$ cat config.mk
export PLATFORM = sky130hd
export DESIGN_NAME = clock_ctrl_flat
export DESIGN_NICKNAME = d
export VERILOG_FILES = /design/src/rtl/clock_ctrl_pkg.sv /design/src/rtl/clock_ctrl_if.sv /design/src/rtl/clock_ctrl_tick_gen.sv /design/src/rtl/clock_ctrl.sv /design/src/flat_wrapper.sv
export SDC_FILE = /design/constraint.sdc
export NUM_CORES = 1
export LEC_CHECK = 0
export ABC_AREA = 1
export BUFFER_PORTS_ARGS = -buffer_cell sky130_fd_sc_hd__buf_2
export CAP_MARGIN = 20
export CORE_ASPECT_RATIO = 0.8
export CORE_MARGIN = 2
export CORE_UTILIZATION = 29
export CTS_BUF_LIST = sky130_fd_sc_hd__clkbuf_8
export CTS_CLUSTER_DIAMETER = 30
export DETAILED_ROUTE_END_ITERATION = 7
export SLEW_MARGIN = 40
export SYNTH_ARGS = -nofsm -noshare
export SYNTH_HDL_FRONTEND = slang
export SYNTH_HIERARCHICAL = 1
export SYNTH_SLANG_ARGS = --single-unit
$ cat constraint.sdc
create_clock -name CP -period 1.3 [get_ports CP]
set_input_delay 0.065 -clock CP [delete_from_list [all_inputs] [get_ports CP]]
set_output_delay 0.065 -clock CP [all_outputs]
set_load 0.03 [all_outputs]
$ cat src/rtl/clock_ctrl_pkg.sv
// Shared types and constants for the digital-clock mode/time-base controller.
package clock_ctrl_pkg;

    typedef enum logic [1:0] {
        RUN      = 2'd0,
        SET_HOUR = 2'd1,
        SET_MIN  = 2'd2,
        SET_SEC  = 2'd3
    } mode_t;

    localparam logic [2:0] BLINK_RST = 3'b111;

    // Display-enable mask {hour, min, sec}: the field being edited follows the phase.
    function automatic logic [2:0] blink_mask(input mode_t m, input logic phase);
        logic [2:0] mask;
        mask = BLINK_RST;
        case (m)
            SET_HOUR: mask[2] = phase;
            SET_MIN:  mask[1] = phase;
            SET_SEC:  mask[0] = phase;
            default:  mask = BLINK_RST;
        endcase
        return mask;
    endfunction

endpackage

$ cat src/rtl/clock_ctrl_if.sv
// Button, carry and pulse signals between the clock controller and its neighbours.
interface clock_ctrl_if;
    logic       mode_btn;
    logic       inc_btn;
    logic       sec_carry;
    logic       min_carry;
    logic       sec_tick;
    logic       min_inc;
    logic       hour_inc;
    logic       sec_clr;
    logic [1:0] mode;
    logic [2:0] blink;

    modport master (
        output mode_btn, inc_btn, sec_carry, min_carry,
        input  sec_tick, min_inc, hour_inc, sec_clr, mode, blink
    );

    modport slave (
        input  mode_btn, inc_btn, sec_carry, min_carry,
        output sec_tick, min_inc, hour_inc, sec_clr, mode, blink
    );
endinterface

$ cat src/rtl/clock_ctrl_tick_gen.sv
// One-second prescaler: counts 0..TICK_DIV-1 and emits a registered one-cycle
// pulse on the terminal count; clr holds the count at 0 and masks the pulse.
module tick_gen #(
    parameter int TICK_DIV = 100_000_000
) (
    input  logic CP,
    input  logic RST,
    input  logic clr,
    output logic tick
);
    localparam int CW = (TICK_DIV > 1) ? $clog2(TICK_DIV) : 1;
    localparam logic [CW-1:0] TERM = CW'(TICK_DIV - 1);

    logic [CW-1:0] cnt_reg;
    logic          tick_reg;

    always_ff @(posedge CP or negedge RST) begin
        if (!RST) begin
            cnt_reg  <= '0;
            tick_reg <= 1'b0;
        end else if (clr) begin
            cnt_reg  <= '0;
            tick_reg <= 1'b0;
        end else if (cnt_reg == TERM) begin
            cnt_reg  <= '0;
            tick_reg <= 1'b1;
        end else begin
            cnt_reg  <= cnt_reg + 1'b1;
            tick_reg <= 1'b0;
        end
    end

    assign tick = tick_reg;
endmodule

$ cat src/rtl/clock_ctrl.sv
// Mode FSM, carry-to-increment chaining and blink mask for the digital clock.
// Blink counter is built only when CLOCK_CTRL_BLINK_EN is defined.
module clock_ctrl
    import clock_ctrl_pkg::*;
#(
    parameter int TICK_DIV  = 100_000_000,
    parameter int BLINK_DIV = 25_000_000
) (
    input  logic         CP,
    input  logic         RST,
    clock_ctrl_if.slave  bus
);
    if (TICK_DIV < 2 || BLINK_DIV < 2) begin : g_bad_param
        $error("clock_ctrl: TICK_DIV and BLINK_DIV must be >= 2");
    end

    mode_t state_reg, state_next;
    logic  sec_carry_reg, min_carry_reg;
    logic  min_inc_reg, hour_inc_reg, sec_clr_reg;
    logic  min_inc_next, hour_inc_next, sec_clr_next;
    logic  sec_edge, min_edge, inc_ok, run, tick_clr, tick;

    always_comb begin
        state_next = state_reg;
        if (bus.mode_btn) begin
            case (state_reg)
                RUN:      state_next = SET_HOUR;
                SET_HOUR: state_next = SET_MIN;
                SET_MIN:  state_next = SET_SEC;
                default:  state_next = RUN;
            endcase
        end
    end

    assign run      = (state_reg == RUN);
    assign sec_edge = bus.sec_carry & ~sec_carry_reg;
    assign min_edge = bus.min_carry & ~min_carry_reg;
    assign inc_ok   = bus.inc_btn & ~bus.mode_btn;

    // Carry pulses depend only on the current state, so an edge coinciding with leaving RUN still counts.
    always_comb begin
        min_inc_next  = (run & sec_edge) | ((state_reg == SET_MIN) & inc_ok);
        hour_inc_next = (run & min_edge) | ((state_reg == SET_HOUR) & inc_ok);
        sec_clr_next  = (state_reg == SET_SEC) & inc_ok;
    end

    always_ff @(posedge CP or negedge RST) begin
        if (!RST) begin
            state_reg     <= RUN;
            sec_carry_reg <= 1'b0;
            min_carry_reg <= 1'b0;
            min_inc_reg   <= 1'b0;
            hour_inc_reg  <= 1'b0;
            sec_clr_reg   <= 1'b0;
        end else begin
            state_reg     <= state_next;
            sec_carry_reg <= bus.sec_carry;
            min_carry_reg <= bus.min_carry;
            min_inc_reg   <= min_inc_next;
            hour_inc_reg  <= hour_inc_next;
            sec_clr_reg   <= sec_clr_next;
        end
    end

    // A mode press while in RUN both leaves RUN and swallows a coincident terminal count.
    assign tick_clr = ~run | bus.mode_btn;

    tick_gen #(.TICK_DIV(TICK_DIV)) u_tick_gen (
        .CP   (CP),
        .RST  (RST),
        .clr  (tick_clr),
        .tick (tick)
    );

`ifdef CLOCK_CTRL_BLINK_EN
    localparam int BW = (BLINK_DIV > 1) ? $clog2(BLINK_DIV) : 1;
    localparam logic [BW-1:0] BLINK_TERM = BW'(BLINK_DIV - 1);

    logic [BW-1:0] blink_cnt_reg, blink_cnt_next;
    logic          blink_phase_reg, blink_phase_next;
    logic [2:0]    blink_reg;

    always_comb begin
        blink_cnt_next   = blink_cnt_reg + 1'b1;
        blink_phase_next = blink_phase_reg;
        if (state_next != state_reg) begin
            blink_cnt_next   = '0;
            blink_phase_next = 1'b1;
        end else if (blink_cnt_reg == BLINK_TERM) begin
            blink_cnt_next   = '0;
            blink_phase_next = ~blink_phase_reg;
        end
    end

    always_ff @(posedge CP or negedge RST) begin
        if (!RST) begin
            blink_cnt_reg   <= '0;
            blink_phase_reg <= 1'b1;
            blink_reg       <= BLINK_RST;
        end else begin
            blink_cnt_reg   <= blink_cnt_next;
            blink_phase_reg <= blink_phase_next;
            blink_reg       <= blink_mask(state_next, blink_phase_next);
        end
    end

    assign bus.blink = blink_reg;
`else
    assign bus.blink = BLINK_RST;
`endif

    assign bus.sec_tick = tick;
    assign bus.min_inc  = min_inc_reg;
    assign bus.hour_inc = hour_inc_reg;
    assign bus.sec_clr  = sec_clr_reg;
    assign bus.mode     = state_reg;
endmodule

$ cat src/flat_wrapper.sv
// flat-port wrapper written by rule: the top's interface ports become plain ports
module clock_ctrl_flat import clock_ctrl_pkg::*;
#(
    parameter int TICK_DIV  = 100_000_000,
    parameter int BLINK_DIV = 25_000_000
)
  (CP, RST, bus_mode_btn, bus_inc_btn, bus_sec_carry, bus_min_carry, bus_sec_tick, bus_min_inc, bus_hour_inc, bus_sec_clr, bus_mode, bus_blink);
  clock_ctrl_if bus_i ();
  input  logic CP;
  input  logic RST;
  input wire logic [$bits(bus_i.mode_btn)-1:0] bus_mode_btn;
  input wire logic [$bits(bus_i.inc_btn)-1:0] bus_inc_btn;
  input wire logic [$bits(bus_i.sec_carry)-1:0] bus_sec_carry;
  input wire logic [$bits(bus_i.min_carry)-1:0] bus_min_carry;
  output wire logic [$bits(bus_i.sec_tick)-1:0] bus_sec_tick;
  output wire logic [$bits(bus_i.min_inc)-1:0] bus_min_inc;
  output wire logic [$bits(bus_i.hour_inc)-1:0] bus_hour_inc;
  output wire logic [$bits(bus_i.sec_clr)-1:0] bus_sec_clr;
  output wire logic [$bits(bus_i.mode)-1:0] bus_mode;
  output wire logic [$bits(bus_i.blink)-1:0] bus_blink;
  assign bus_i.mode_btn = bus_mode_btn;
  assign bus_i.inc_btn = bus_inc_btn;
  assign bus_i.sec_carry = bus_sec_carry;
  assign bus_i.min_carry = bus_min_carry;
  assign bus_sec_tick = bus_i.sec_tick;
  assign bus_min_inc = bus_i.min_inc;
  assign bus_hour_inc = bus_i.hour_inc;
  assign bus_sec_clr = bus_i.sec_clr;
  assign bus_mode = bus_i.mode;
  assign bus_blink = bus_i.blink;
  clock_ctrl #(.TICK_DIV(TICK_DIV), .BLINK_DIV(BLINK_DIV)) u_core (.CP(CP), .RST(RST), .bus(bus_i));
endmodule
Yosys cells after proc, flatten, opt, wreduce, memory -nomap -nowiden
Cells that the tools add are included.

operators by class
  add/subtract/negate cells = 1
  eq/ne operators = 4
  mux-type cells = 5
  bitwise logic cells = 15
  reductions and logical operators = 1

operator list
  cell                   number
  $mux 27                2
  $add 27x1->27 const B  1
  $eq 27x27->1 const B   1
  $and 1x1->1            8
  $pmux 2 s3             1
  $eq 2x2->1 const B     2
  $not 1->1              4
  $or 1x1->1             3
  $eq 2x1->1 const B     1
  $logic_not 2->1        1
  $mux 1                 2

word-level totals
  flip-flop bits (word level) = 35
  input port bits = 6
  output and inout bits = 9

Longest topological paths before layout
Gate-level depths: netlist (run 1).

  word-level depth = 4
  mapped depth = 9
  depth with buffers taken out = 8

Cells and area by module
Netlist (run 1), hierarchy kept.

by module, submodules not included
  module      times used  cells an instance  area each (µm²)  seq. area each (µm²)
  tick_gen    1           214                1674.1           700.7
  clock_ctrl  1           33                 329.1            175.2

Worst setup path before layout (run 1)
Ideal clock, no wire load.

  path kind = register to register
  start = register u_core.state_reg[0] (netlist: u_core/bus.mode[0])
  end = register u_core.u_tick_gen.cnt_reg[17]
  setup time = 0.123 ns
  arrival time = 1.583 ns
  required time = 1.177 ns
  setup slack = -0.406 ns
  stages on the path, launching flop included = 9
  path through = dfrtp_1 inv_1 ha_1 nand2_1 clkbuf_1 inv_1 buf_4 nand3_2 nor2_1

between the ends
  cells in the longest elaborated chain, start to end = 4

RTL lines
  element                    RTL line                   text
  start, declared            clock_ctrl.sv:17           mode_t state_reg, state_next;
  start signal, assigned     clock_ctrl.sv:56           state_reg <= state_next;
  $logic_not 2->1            clock_ctrl.sv:35           assign run = (state_reg == RUN);
  $not 1->1                  clock_ctrl.sv:66           assign tick_clr = ~run | bus.mode_btn;
  $or 1x1->1                 clock_ctrl.sv:66
  named net u_core.tick_clr  clock_ctrl.sv:21           logic sec_edge, min_edge, inc_ok, run, tick_clr, tick;
  $mux 27                    clock_ctrl_tick_gen.sv:21  end else if (clr) begin
  end signal, assigned       clock_ctrl_tick_gen.sv:28  cnt_reg <= cnt_reg + 1'b1;
  end, declared              clock_ctrl_tick_gen.sv:14  logic [CW-1:0] cnt_reg;

The timed path passes the listed nets, and every way through them passes these cells.
A chain may end at the register's enable or synchronous reset.

Worst setup path after layout (run 1)
  start = register u_core.u_tick_gen.cnt_reg[0]
  end = register u_core.u_tick_gen.cnt_reg[25]

between the ends
  cells in the longest elaborated chain, start to end = 3
  elaborated cells on any way between the ends = 4
  classes of those cells = add/sub (1); eq/ne (1); mux (2)

RTL lines
  element                                               RTL line                                              text
  $add 27x1->27 / $eq 27x27->1 (equally long branches)  clock_ctrl_tick_gen.sv:28, clock_ctrl_tick_gen.sv:24
  $mux 27 (*)                                           clock_ctrl_tick_gen.sv:24                             end else if (cnt_reg == TERM) begin
  $mux 27 (*)                                           clock_ctrl_tick_gen.sv:21

Mark *: on every way between the ends. The rest lies on a longest branch, timed or not.

==> flow_metrics.tcl, run 1 <==
set metrics [dict create \
    std_cell_rows 27 \
    finalClockSkew_ns 0.00549 \
    total_cts_buffers 5 \
    synthTopCellsByArea "sky130_fd_sc_hd__dfrtp_1, sky130_fd_sc_hd__nor2_1, sky130_fd_sc_hd__nand2_1, sky130_fd_sc_hd__nand3_2, sky130_fd_sc_hd__nand3_1" \
    synth.distinct_cells 25 \
    routed_wirelength_um 4570 \
    io_pins 15 \
    end_kind "flip-flop" \
    vdd.ir_drop.worst_mv 0.888 \
    rsz0062_at_grt "yes" \
    crit_path_setup_slack_layout_ns -0.113 \
    synth_largest_area_cell "sky130_fd_sc_hd__dfrtp_1" \
    totalPowerFinal_mw 3.10 \
    place.detailed.hpwl_um 3520 \
    timing.final.setup_violations 23 \
    cellPowerDensity_mw_per_mm2 1140 \
    grt_pass1_vias 1696 \
    largest_net_degree_at_the_start_of_global_routing 24 \
    clock_latency_ns 0.29 \
    antenna_cells_inserted 0 \
    timing.final.max_slew_violations 0 \
    postSynthCellCount 247 \
    htree_levels 2 \
    drt.antenna.violating_nets 0 \
    cts.reportedPaths.clkPinSlew_ns 0.08 \
    floorplan.die.height_um 78.3 \
    grt_antenna_before_repair 0 \
    relSlewSlack 0.646 \
    area_growth_pct 35.7 \
    groute.layer.met2.usage 0.201 \
    crit_fanout 10 \
    final-instance-count-excl-fill 395 \
    die_width_um 96.9 \
    cts_tree "built" \
    globalRoute.totalOverflow 0 \
    grt_met3_use 0.0267 \
    place_inst 378 \
    place.port_buffers 11 \
    grt.busiest_layer "met2" \
    ctsRootBufferMaster "sky130_fd_sc_hd__clkbuf_8" \
    design.die.area_mm2 0.00759 \
    period_share 1.09 \
    synth-seq-cells 35 \
    cp_slowest_cell "sky130_fd_sc_hd__dfrtp_1" \
    fill_cells 679 \
    clk_path_buf_depth 2 \
    final_net_count 318 \
    outcome "complete, but fails checks" \
    drt_pass_1_iters 4 \
    start_util 0.295 \
    setup.worst_path.start_class "flip-flop" \
    worst-slew-pin-transition_ns 0.530 \
    proportion_of_layout_cells_with_a_drive_suffix_above_1 0.367 \
    timing.critical_path.slowest_cell_delay_ns 0.38 \
    globalRouteMet1Util 0.181 \
    grt_first_pass_wirelength_um 7940 \
    yosysWarningCount 6 \
    violations "negative setup slack" \
    drt-vias-per-instance 4.29 \
    post_synth_instance_area_mm2 0.00200 \
    worst_ep_required_time_ns 1.49 \
    postSynthAreaPerCell_um2 8.11 \
    post-synth-top-area-fraction 0.437 \
    routedWlPerCell_um 11.6 \
    period_needed_ns 1.41 \
    static_power_due_to_leakage_nw 1.19 \
    detailroute.via_count 1695 \
    smallest_hold_slack_ns 0.0347 \
    gp_congestion 0.861 \
    timing_hold_violations_final 0 \
    synth_sequential_area_ratio 0.437 \
    maxClockFrequency_mhz 708 \
    ff_latch_area_um2 880 \
    combined_area_of_the_multi_input_logic_cells_mm2 0.00110 \
    largest_reg_flops 27 \
    core_area_mm2 0.00679 \
    cp_cell_sequence "ha_2 -> nand2_2 -> nor2_4 -> nand2_4 -> nor2_4 -> nand2_4 -> buf_12 -> nand3_2 -> nor2_2" \
    grt.total_usage 0.128 \
    drt-initial-drc-count 81 \
    setup.worst_path.class "flip-flop to flip-flop" \
    cp_data_arrival_time_ns 1.60 \
    detail_route.drc_violations 0 \
    clock_sinks 35 \
    max-cap-violations 0 \
    min_path_type "input port to flip-flop" \
]
-- per-layer routing --
layer  up-vias  part of all wire
li1        883                 -
met1       783              0.53
met2        24              0.43
met3         5             0.033
met4         0            0.0053
met5         -                 0
-- repair_timing --
item                                    4_1_cts  5_1_grt
pin swaps                                     3        7
setup buffers                                 2        3
hold endpoints to repair                     24        0
gates resized for setup                       6       17
cloned                                        0        0
hold buffers                                  4        0
endpoints found under the setup margin       24       27
-- final timing paths --
check / startpoint / end / slack [ns] / cells after the start
setup / recovery: u_core/u_tick_gen/cnt_reg[0] / u_core/u_tick_gen/cnt_reg[25] / -0.11 / 9
hold / removal: bus_inc_btn / u_core/bus.hour_inc / 0.03 / 3
setup reg to reg: u_core/u_tick_gen/cnt_reg[0] / u_core/u_tick_gen/cnt_reg[25] / -0.11 / 9
hold reg to reg: u_core/sec_carry_reg / u_core/bus.min_inc / 0.49 / 3
max in group asynchronous: RST / u_core/u_tick_gen/cnt_reg[1] / 0.51 / 3
min in group asynchronous: RST / u_core/u_tick_gen/cnt_reg[18] / 0.28 / 2
-- placed cells by master (no fill, tap or decap) --
cell	instances
sky130_fd_sc_hd__buf_4	39
sky130_fd_sc_hd__nor3b_1	1
sky130_fd_sc_hd__nor2_4	10
sky130_fd_sc_hd__nor3_1	1
sky130_fd_sc_hd__nand2_4	4
sky130_fd_sc_hd__a21oi_1	8
sky130_fd_sc_hd__xnor2_1	7
sky130_fd_sc_hd__clkinv_2	1
sky130_fd_sc_hd__o21ai_2	2
sky130_fd_sc_hd__nand3_1	15
sky130_fd_sc_hd__o21ai_0	3
sky130_fd_sc_hd__clkbuf_8	5
sky130_fd_sc_hd__conb_1	3
sky130_fd_sc_hd__and2_1	3
sky130_fd_sc_hd__dlygate4sd3_1	4
sky130_fd_sc_hd__ha_1	3
sky130_fd_sc_hd__buf_12	2
sky130_fd_sc_hd__nand2_2	8
sky130_fd_sc_hd__dfrtp_2	3
sky130_fd_sc_hd__inv_4	1
sky130_fd_sc_hd__nor2_2	8
sky130_fd_sc_hd__inv_2	3
sky130_fd_sc_hd__ha_2	1
sky130_fd_sc_hd__and3_1	1
sky130_fd_sc_hd__inv_1	15
sky130_fd_sc_hd__nand2_1	46
sky130_fd_sc_hd__bufinv_16	1
sky130_fd_sc_hd__buf_6	1
sky130_fd_sc_hd__ha_4	1
sky130_fd_sc_hd__nor2_1	47
sky130_fd_sc_hd__buf_2	11
sky130_fd_sc_hd__xor2_1	6
sky130_fd_sc_hd__clkinv_4	1
sky130_fd_sc_hd__dfrtp_1	32
sky130_fd_sc_hd__nand3_2	11
-- worst max-delay path: cells and delay by family, from the launching register on --
family	cells	cell delay, ns
buffers and inverters	1	0.15
adder cells (fa/ha/maj)	1	0.21
AND/OR/NAND/NOR	7	0.57
flip-flops	1	0.38
-- synthesized netlist by cell type --
cell type,number
sky130_fd_sc_hd__a21oi_1,8
sky130_fd_sc_hd__and2_1,3
sky130_fd_sc_hd__and3_1,1
sky130_fd_sc_hd__buf_4,4
sky130_fd_sc_hd__buf_6,1
sky130_fd_sc_hd__clkbuf_1,1
sky130_fd_sc_hd__conb_1,1
sky130_fd_sc_hd__dfrtp_1,35
sky130_fd_sc_hd__ha_1,5
sky130_fd_sc_hd__inv_1,18
sky130_fd_sc_hd__inv_2,1
sky130_fd_sc_hd__nand2_1,51
sky130_fd_sc_hd__nand2_2,6
sky130_fd_sc_hd__nand2_4,1
sky130_fd_sc_hd__nand3_1,17
sky130_fd_sc_hd__nand3_2,9
sky130_fd_sc_hd__nor2_1,53
sky130_fd_sc_hd__nor2_2,5
sky130_fd_sc_hd__nor2_4,7
sky130_fd_sc_hd__nor3_1,1
sky130_fd_sc_hd__nor3b_1,1
sky130_fd_sc_hd__o21ai_0,4
sky130_fd_sc_hd__o21ai_2,1
sky130_fd_sc_hd__xnor2_1,7
sky130_fd_sc_hd__xor2_1,6
-- where the power goes --
part           internal [mW]  total, mW  switching, mW  leakage, nW
clock network          0.571      0.993          0.422       0.0581
registers               1.16       1.20         0.0395        0.475
logic                  0.383      0.901          0.517        0.661
-- area by class of cell --
| class | instances | area share |
|---|---|---|
| Sequential cell | 35 | 0.324 |
| Clock inverter | 3 | 0.0161 |
| Inverter | 19 | 0.0272 |
| Clock buffer | 5 | 0.0253 |
| Tap cell | 87 | 0.0400 |
| Multi-Input combinational cell | 189 | 0.406 |
| Timing Repair Buffer | 57 | 0.162 |
-- cells by family (layout without fill, tap and decap cells) --
| group | count (synthesis) | after routing | share of synthesized area |
|---|---|---|---|
| fa+ha+maj | 5 | 5 | 0.0312 |
| flops | 35 | 35 | 0.437 |
| xor+xnor | 13 | 13 | 0.0568 |
| buf+inv | 25 | 84 | 0.0581 |
| compound gates | 13 | 13 | 0.0344 |
| other cells | 1 | 3 | 0.00187 |
| simple gates | 155 | 155 | 0.380 |
-- through the flow --
stage,cell area [um^2],TNS [ns],worst slack [ns],utilization
global placement,2450,-1.97,-0.112,0.361
global route,2720,-4.22,-0.213,0.400
CTS,2640,-1.53,-0.104,0.389
detailed placement,2450,-2.96,-0.163,0.361
floorplan,2040,-0.496,-0.0485,-
finish,2720,-1.83,-0.113,0.400
Note: power is estimated with default switching activity, not from simulation.
==> run 2: changes to the inputs <==
--- a/config.mk
+++ b/config.mk
@@ -5,13 +5,12 @@
 export SDC_FILE = /design/constraint.sdc
 export NUM_CORES = 1
 export LEC_CHECK = 0
-export ABC_AREA = 1
 export BUFFER_PORTS_ARGS = -buffer_cell sky130_fd_sc_hd__buf_2
 export CAP_MARGIN = 20
 export CORE_ASPECT_RATIO = 0.8
 export CORE_MARGIN = 2
 export CORE_UTILIZATION = 29
-export CTS_BUF_LIST = sky130_fd_sc_hd__clkbuf_8
+export CTS_BUF_LIST = sky130_fd_sc_hd__clkbuf_2 sky130_fd_sc_hd__clkbuf_4 sky130_fd_sc_hd__clkbuf_8
 export CTS_CLUSTER_DIAMETER = 30
 export DETAILED_ROUTE_END_ITERATION = 7
 export SLEW_MARGIN = 40
==> run 2 against run 1 <==
Against the previous run:
- the run still ends with negative setup slack left
- combinational power up 4.1%
- synthesized cell count fell by 26%
- area after synthesis down 6.2%
==> flow_metrics.tcl, run 2 <==
set metrics [dict create \
    synthTopCellsByArea "sky130_fd_sc_hd__dfrtp_1, sky130_fd_sc_hd__nand4_1, sky130_fd_sc_hd__xor2_1, sky130_fd_sc_hd__nor2_1, sky130_fd_sc_hd__ha_1" \
    routed_wirelength_um 4930 \
    clk_path_buf_depth 2 \
    postSynthAreaPerCell_um2 10.2 \
    area_growth_pct 56.2 \
    detail_route.drc_violations 0 \
    cp_num_buf_inv 0 \
    start_util 0.298 \
    cts_tree "built" \
    timing.critical_path.slowest_cell_delay_ns 0.52 \
    clock_sinks 35 \
    worst_ep_required_time_ns 1.51 \
    cts.reportedPaths.clkPinSlew_ns 0.08 \
    detailroute.via_count 1723 \
    postSynthCellCount 184 \
    synthMostInstantiatedCell "sky130_fd_sc_hd__dfrtp_1" \
    timing.final.setup_violations 28 \
    finalClockSkew_ns 0.00591 \
    synth_edf_count 0 \
    design.die.area_mm2 0.00714 \
    cp_data_arrival_time_ns 1.88 \
    period_needed_ns 1.67 \
    core_area_mm2 0.00631 \
    synth-seq-cells 35 \
    post-synth-top-area-fraction 0.466 \
    drt.antenna.violating_nets 0 \
    end_kind "flip-flop" \
    htree_levels 2 \
    place_inst 334 \
    antenna_cells_inserted 0 \
    violations "negative setup slack" \
    path_delay_family "simple AND/OR/NAND/NOR gates" \
    yosysWarningCount 6 \
    fill_cells 590 \
    grt_first_pass_wirelength_um 8540 \
    drt-initial-drc-count 86 \
    vdd.ir_drop.worst_mv 0.867 \
    final_common_cell "sky130_fd_sc_hd__buf_4" \
    ctsRootBufferMaster "sky130_fd_sc_hd__clkbuf_8" \
    floorplan.die.height_um 76.0 \
    io_pins 15 \
    drt_pass_1_iters 4 \
    outcome "complete, but fails checks" \
    maxClockFrequency_mhz 599 \
    min_path_type "input port to flip-flop" \
    final-instance-count-excl-fill 358 \
    max-cap-violations 0 \
    place.detailed.hpwl_um 3270 \
    total_cts_buffers 5 \
    synth.cells.most_frequent "sky130_fd_sc_hd__dfrtp_1, sky130_fd_sc_hd__nor2_1, sky130_fd_sc_hd__nand4_1" \
    grt_pass1_vias 1811 \
    post_synth_instance_area_mm2 0.00188 \
    std_cell_rows 26 \
    die_width_um 94.0 \
    setup.worst_path.class "flip-flop to flip-flop" \
    crit_fanout 4 \
    synth_sequential_area_ratio 0.466 \
    rsz0062_at_grt "yes" \
    cp_cell_sequence "ha_2 -> and4_4 -> nand4_4 -> or4_4 -> a31oi_4" \
    final_net_count 284 \
    period_share 1.28 \
    setup.worst_path.start_class "flip-flop" \
    most-common-layout-cells "sky130_fd_sc_hd__buf_4, sky130_fd_sc_hd__dfrtp_1, sky130_fd_sc_hd__nand4_1, sky130_fd_sc_hd__buf_2, sky130_fd_sc_hd__nor2_1" \
    largest_net_degree_at_the_start_of_global_routing 19 \
    place.port_buffers 11 \
    cp_slowest_cell "sky130_fd_sc_hd__or4_4" \
    totalPowerFinal_mw 3.32 \
    cellPowerDensity_mw_per_mm2 1130 \
    globalRoute.totalOverflow 0 \
    synthFlopType "sky130_fd_sc_hd__dfrtp_1" \
    largest_reg_flops 27 \
    proportion_of_register_bits_with_asynchronous_set_or_reset_after_synthesis 1.00 \
    timing_hold_violations_final 0 \
    detailedPlace.worstSlack_ns -0.330 \
    synth_largest_area_cell "sky130_fd_sc_hd__dfrtp_1" \
    grt_antenna_before_repair 0 \
    routedWlPerCell_um 13.8 \
    crit_path_setup_slack_layout_ns -0.370 \
    proportion_of_layout_cells_with_a_drive_suffix_above_1 0.536 \
    gp_congestion 0.797 \
    synth.distinct_cells 41 \
    grt.total_usage 0.149 \
    clock_latency_ns 0.28 \
    drt-vias-per-instance 4.81 \
    timing.final.max_slew_violations 0 \
    static_power_due_to_leakage_nw 1.28 \
]
-- run 2: through the flow --
| step | setup TNS [ns] | hold slack, ns | util | area, um^2 |
|---|---|---|---|---|
| floorplan | -5.50 | -0.231 | - | 1940 |
| global placement | -5.33 | 0.0476 | 0.395 | 2490 |
| detailed placement | -6.06 | 0.0500 | 0.395 | 2490 |
| CTS | -6.81 | 0.0579 | 0.455 | 2870 |
| global route | -9.66 | 0.0735 | 0.465 | 2930 |
| finish | -7.17 | 0.0566 | 0.465 | 2930 |
-- run 2: metal layers --
layer  vias up  wire length (um)  global-route usage
li1        844                 -                   -
met1       849              2370               0.204
met2        28              2400               0.238
met3         2               135              0.0247
met4         0                23              0.0536
met5         -                 0                   0
-- run 2: report_power, final --
group / switching, mW / internal (mW) / total, mW
logic: 0.494 / 0.444 / 0.938
registers: 0.0324 / 1.16 / 1.19
clock network: 0.420 / 0.765 / 1.19
total: 0.946 / 2.37 / 3.32
-- run 2: cell type report --
class / count / area [um^2] / share of cell area
flip-flops and latches: 35 / 882 / 0.301
inverters: 6 / 22.5 / 0.00768
multi-input cells: 133 / 1040 / 0.355
clock buffers: 5 / 68.8 / 0.0235
clock inverters: 3 / 67.6 / 0.0230
repair buffers: 92 / 746 / 0.254
well taps: 84 / 105 / 0.0358
-- run 2: worst reg2reg max path, stage by stage (launching register included) --
cell,delay (ns)
sky130_fd_sc_hd__dfrtp_1,0.38
sky130_fd_sc_hd__ha_2,0.20
sky130_fd_sc_hd__and4_4,0.25
sky130_fd_sc_hd__nand4_4,0.11
sky130_fd_sc_hd__or4_4,0.52
sky130_fd_sc_hd__a31oi_4,0.14
-- run 2: kinds of logic after synthesis --
kind of cell / share of synthesized area
AO/OA/AOI/OAI: 0.102
flip-flops: 0.466
XOR/XNOR: 0.0606
buffers and inverters: 0.0666
adder cells (fa/ha/maj): 0.0333
other: 0.00200
AND/OR/NAND/NOR: 0.269
-- run 2: path summary, 6_finish.rpt --
path | from | endpoint | slack [ns] | depth (start not counted)
worst max-delay path | u_core/u_tick_gen/cnt_reg[1] | u_core/u_tick_gen/cnt_reg[26] | -0.37 | 5
worst min-delay path | bus_mode_btn | u_core/bus.mode[1] | 0.06 | 2
worst max register to register | u_core/u_tick_gen/cnt_reg[1] | u_core/u_tick_gen/cnt_reg[26] | -0.37 | 5
worst min register to register | u_core/u_tick_gen/cnt_reg[0] | u_core/u_tick_gen/cnt_reg[0] | 0.55 | 2
max in group asynchronous | RST | u_core/u_tick_gen/cnt_reg[8] | 0.81 | 3
min in group asynchronous | RST | u_core/bus.mode[1] | 0.27 | 3
-- run 2: timing repair --
item,4_1_cts,5_1_grt
pin swaps,12,13
gates cloned,2,0
hold buffers,3,0
endpoints found under the setup margin,28,28
setup buffers,9,4
hold endpoints to repair,37,0
resized for setup,24,17
==> run 3: changes to the inputs <==
--- a/config.mk
+++ b/config.mk
@@ -6,13 +6,14 @@
 export NUM_CORES = 1
 export LEC_CHECK = 0
 export BUFFER_PORTS_ARGS = -buffer_cell sky130_fd_sc_hd__buf_2
-export CAP_MARGIN = 20
+export CAP_MARGIN = 5
 export CORE_ASPECT_RATIO = 0.8
 export CORE_MARGIN = 2
 export CORE_UTILIZATION = 29
 export CTS_BUF_LIST = sky130_fd_sc_hd__clkbuf_2 sky130_fd_sc_hd__clkbuf_4 sky130_fd_sc_hd__clkbuf_8
 export CTS_CLUSTER_DIAMETER = 30
 export DETAILED_ROUTE_END_ITERATION = 7
+export REMOVE_ABC_BUFFERS = 1
 export SLEW_MARGIN = 40
 export SYNTH_ARGS = -nofsm -noshare
 export SYNTH_HDL_FRONTEND = slang
==> run 3 against run 2 <==
Against the previous run:
- the flow still finishes with violations (negative setup slack)
- global-route usage decreased by 1.2 points
- cell area decreased by 6.5%
- total power decreased by 15%
- register-to-register slack improved by 0.02 ns
- critical endpoint is now u_core/u_tick_gen/cnt_reg[2]
- non-clock buffer count decreased by 12
- clock-buffer cell count increased by 1
- flip-flop and latch count unchanged
==> flow_metrics.tcl, run 3 (synthesized netlist as in run 2, its figures left out) <==
set metrics [dict create \
    setup.worst_path.start_class "flip-flop" \
    cp_data_arrival_time_ns 1.82 \
    internal_power_mw 1.91 \
    largest_reg_flops 27 \
    clock_latency_ns 0.29 \
    grt_antenna_before_repair 0 \
    violations "negative setup slack" \
    final_design_area_no_fill_mm2 0.00274 \
    routed_wirelength_um 4810 \
    routedWlPerCell_um 13.9 \
    detail_route.drc_violations 0 \
    crit_fanout 6 \
    p_switching_uw 900 \
    min_path_type "input port to flip-flop" \
    timing_hold_violations_final 0 \
    cellPowerDensity_mw_per_mm2 1030 \
    final_common_cell "sky130_fd_sc_hd__buf_4" \
    timing.final.setup_violations 28 \
    floorplan.die.height_um 76.0 \
    final_net_count 272 \
    reg2reg_from "u_core/u_tick_gen/cnt_reg[17]" \
    total_cts_buffers 5 \
    vdd.ir_drop.worst_mv 0.414 \
    ctsRootBufferMaster "sky130_fd_sc_hd__clkbuf_8" \
    regToRegEndpoint "u_core/u_tick_gen/cnt_reg[2]" \
    cp-startpoint "u_core/u_tick_gen/cnt_reg[17]" \
    design.die.area_mm2 0.00714 \
    finalClockSkew_ns 0.00533 \
    max-cap-violations 0 \
    grt_first_pass_wirelength_um 7800 \
    drt-initial-drc-count 62 \
    proportion_of_layout_cells_with_a_drive_suffix_above_1 0.490 \
    outcome "complete, but fails checks" \
    die_width_um 94.0 \
    area_growth_pct 46.0 \
    static_power_due_to_leakage_nw 1.20 \
    power_switching_share 0.320 \
    drt-vias-per-instance 4.92 \
    clk_path_buf_depth 2 \
    crit_path_setup_slack_layout_ns -0.348 \
    cts.reportedPaths.clkPinSlew_ns 0.07 \
    grt.total_usage 0.137 \
    antenna_cells_inserted 0 \
    gp_congestion 0.829 \
    drt.antenna.violating_nets 0 \
    place.detailed.hpwl_um 3180 \
    setup.worst_path.class "flip-flop to flip-flop" \
    rrSetupSlack_ns -0.35 \
    maxClockFrequency_mhz 607 \
    timing.reg2reg.worst_path_depth 5 \
    place.port_buffers 11 \
    totalPowerFinal_mw 2.81 \
    htree_levels 2 \
    std_cell_rows 26 \
    seq_power_share 0.421 \
    post-route-util 0.435 \
    period_needed_ns 1.65 \
    most-common-layout-cells "sky130_fd_sc_hd__buf_4, sky130_fd_sc_hd__dfrtp_1, sky130_fd_sc_hd__nand4_1, sky130_fd_sc_hd__buf_2, sky130_fd_sc_hd__nand2_1" \
    rsz0062_at_grt "yes" \
    largest_net_degree_at_the_start_of_global_routing 36 \
    end_point_of_the_critical_path "u_core/u_tick_gen/cnt_reg[2]" \
    timing.final.max_slew_violations 0 \
    placed_area_mm2 0.00234 \
    cts_tree "built" \
    core_area_mm2 0.00631 \
    worst_ep_required_time_ns 1.48 \
    clock_sinks 35 \
    setup-tns-final_ns -8.41 \
    combinational_fraction_of_design_power 0.293 \
    power.clock.fraction 0.286 \
    drt_pass_1_iters 4 \
    globalRoute.totalOverflow 0 \
    period_share 1.27 \
    grt_pass1_vias 1695 \
    detailroute.via_count 1696 \
    end_kind "flip-flop" \
    io_pins 15 \
    start_util 0.298 \
]
-- run 3: cell type report --
| cell class | count | area, um^2 |
|---|---|---|
| tap | 84 | 105 |
| clock inverter | 1 | 5.00 |
| timing repair buffer | 80 | 611 |
| inverter | 6 | 22.5 |
| clock buffer | 6 | 82.6 |
| sequential | 35 | 876 |
| multi-input combinational | 133 | 1040 |
| fill | 603 | 3570 |
-- run 3: worst min-delay path by stage --
stage	startpoint	cells after the start	slack, ns	to
3_5_place_dp	RST	2	0.13	u_core/sec_carry_reg
6_report	bus_mode_btn	2	0.07	u_core/bus.mode[0]
5_1_grt	bus_mode_btn	2	0.09	u_core/bus.mode[0]
2_1_floorplan	RST	0	-0.23	u_core/bus.hour_inc
4_1_cts	bus_mode_btn	2	0.06	u_core/bus.mode[0]
3_3_place_gp	RST	2	0.13	u_core/bus.min_inc
-- run 3: repair_timing --
item                                    4_1_cts  5_1_grt
cloned                                        1        1
resized for setup                            20       33
buffers inserted                              8        4
endpoints found under the setup margin       28       28
hold buffers                                  3        0
endpoints found under the hold margin        37        0
pin swaps                                     8       16
-- run 3: critical path, stage by stage (launching register included) --
cell and delay (ns):
sky130_fd_sc_hd__dfrtp_1 0.40, sky130_fd_sc_hd__nor4bb_2 0.34, sky130_fd_sc_hd__nand4_1 0.24, sky130_fd_sc_hd__o21bai_4 0.30, sky130_fd_sc_hd__buf_6 0.20, sky130_fd_sc_hd__nor2_1 0.06
-- run 3: power by group through the flow --
stage	Sequential, mW	Clock, mW	Combinational [mW]
after floorplan	1.33	0	0.222
after CTS	1.19	0.822	0.751
after global placement	1.21	0	0.651
final	1.18	0.805	0.823
after global routing	1.19	0.853	0.889
after detailed placement	1.21	0	0.659
-- run 3: through the flow --
stage / cells / worst slack (ns) / hold WS [ns]
floorplan: 174 / -0.519 / -0.231
global placement: 322 / -0.332 / 0.128
detailed placement: 322 / -0.408 / 0.133
CTS: 341 / -0.311 / 0.0623
global route: 345 / -0.419 / 0.0911
finish: 345 / -0.348 / 0.0651
-- run 3: routing by layer --
layer	vias to the layer above	share of wire	routed length [um]	global-route usage
li1	823	-	-	-
met1	834	0.49	2350	0.190
met2	31	0.47	2250	0.214
met3	8	0.033	158	0.0326
met4	0	0.011	53	0.0391
met5	-	0	0	0
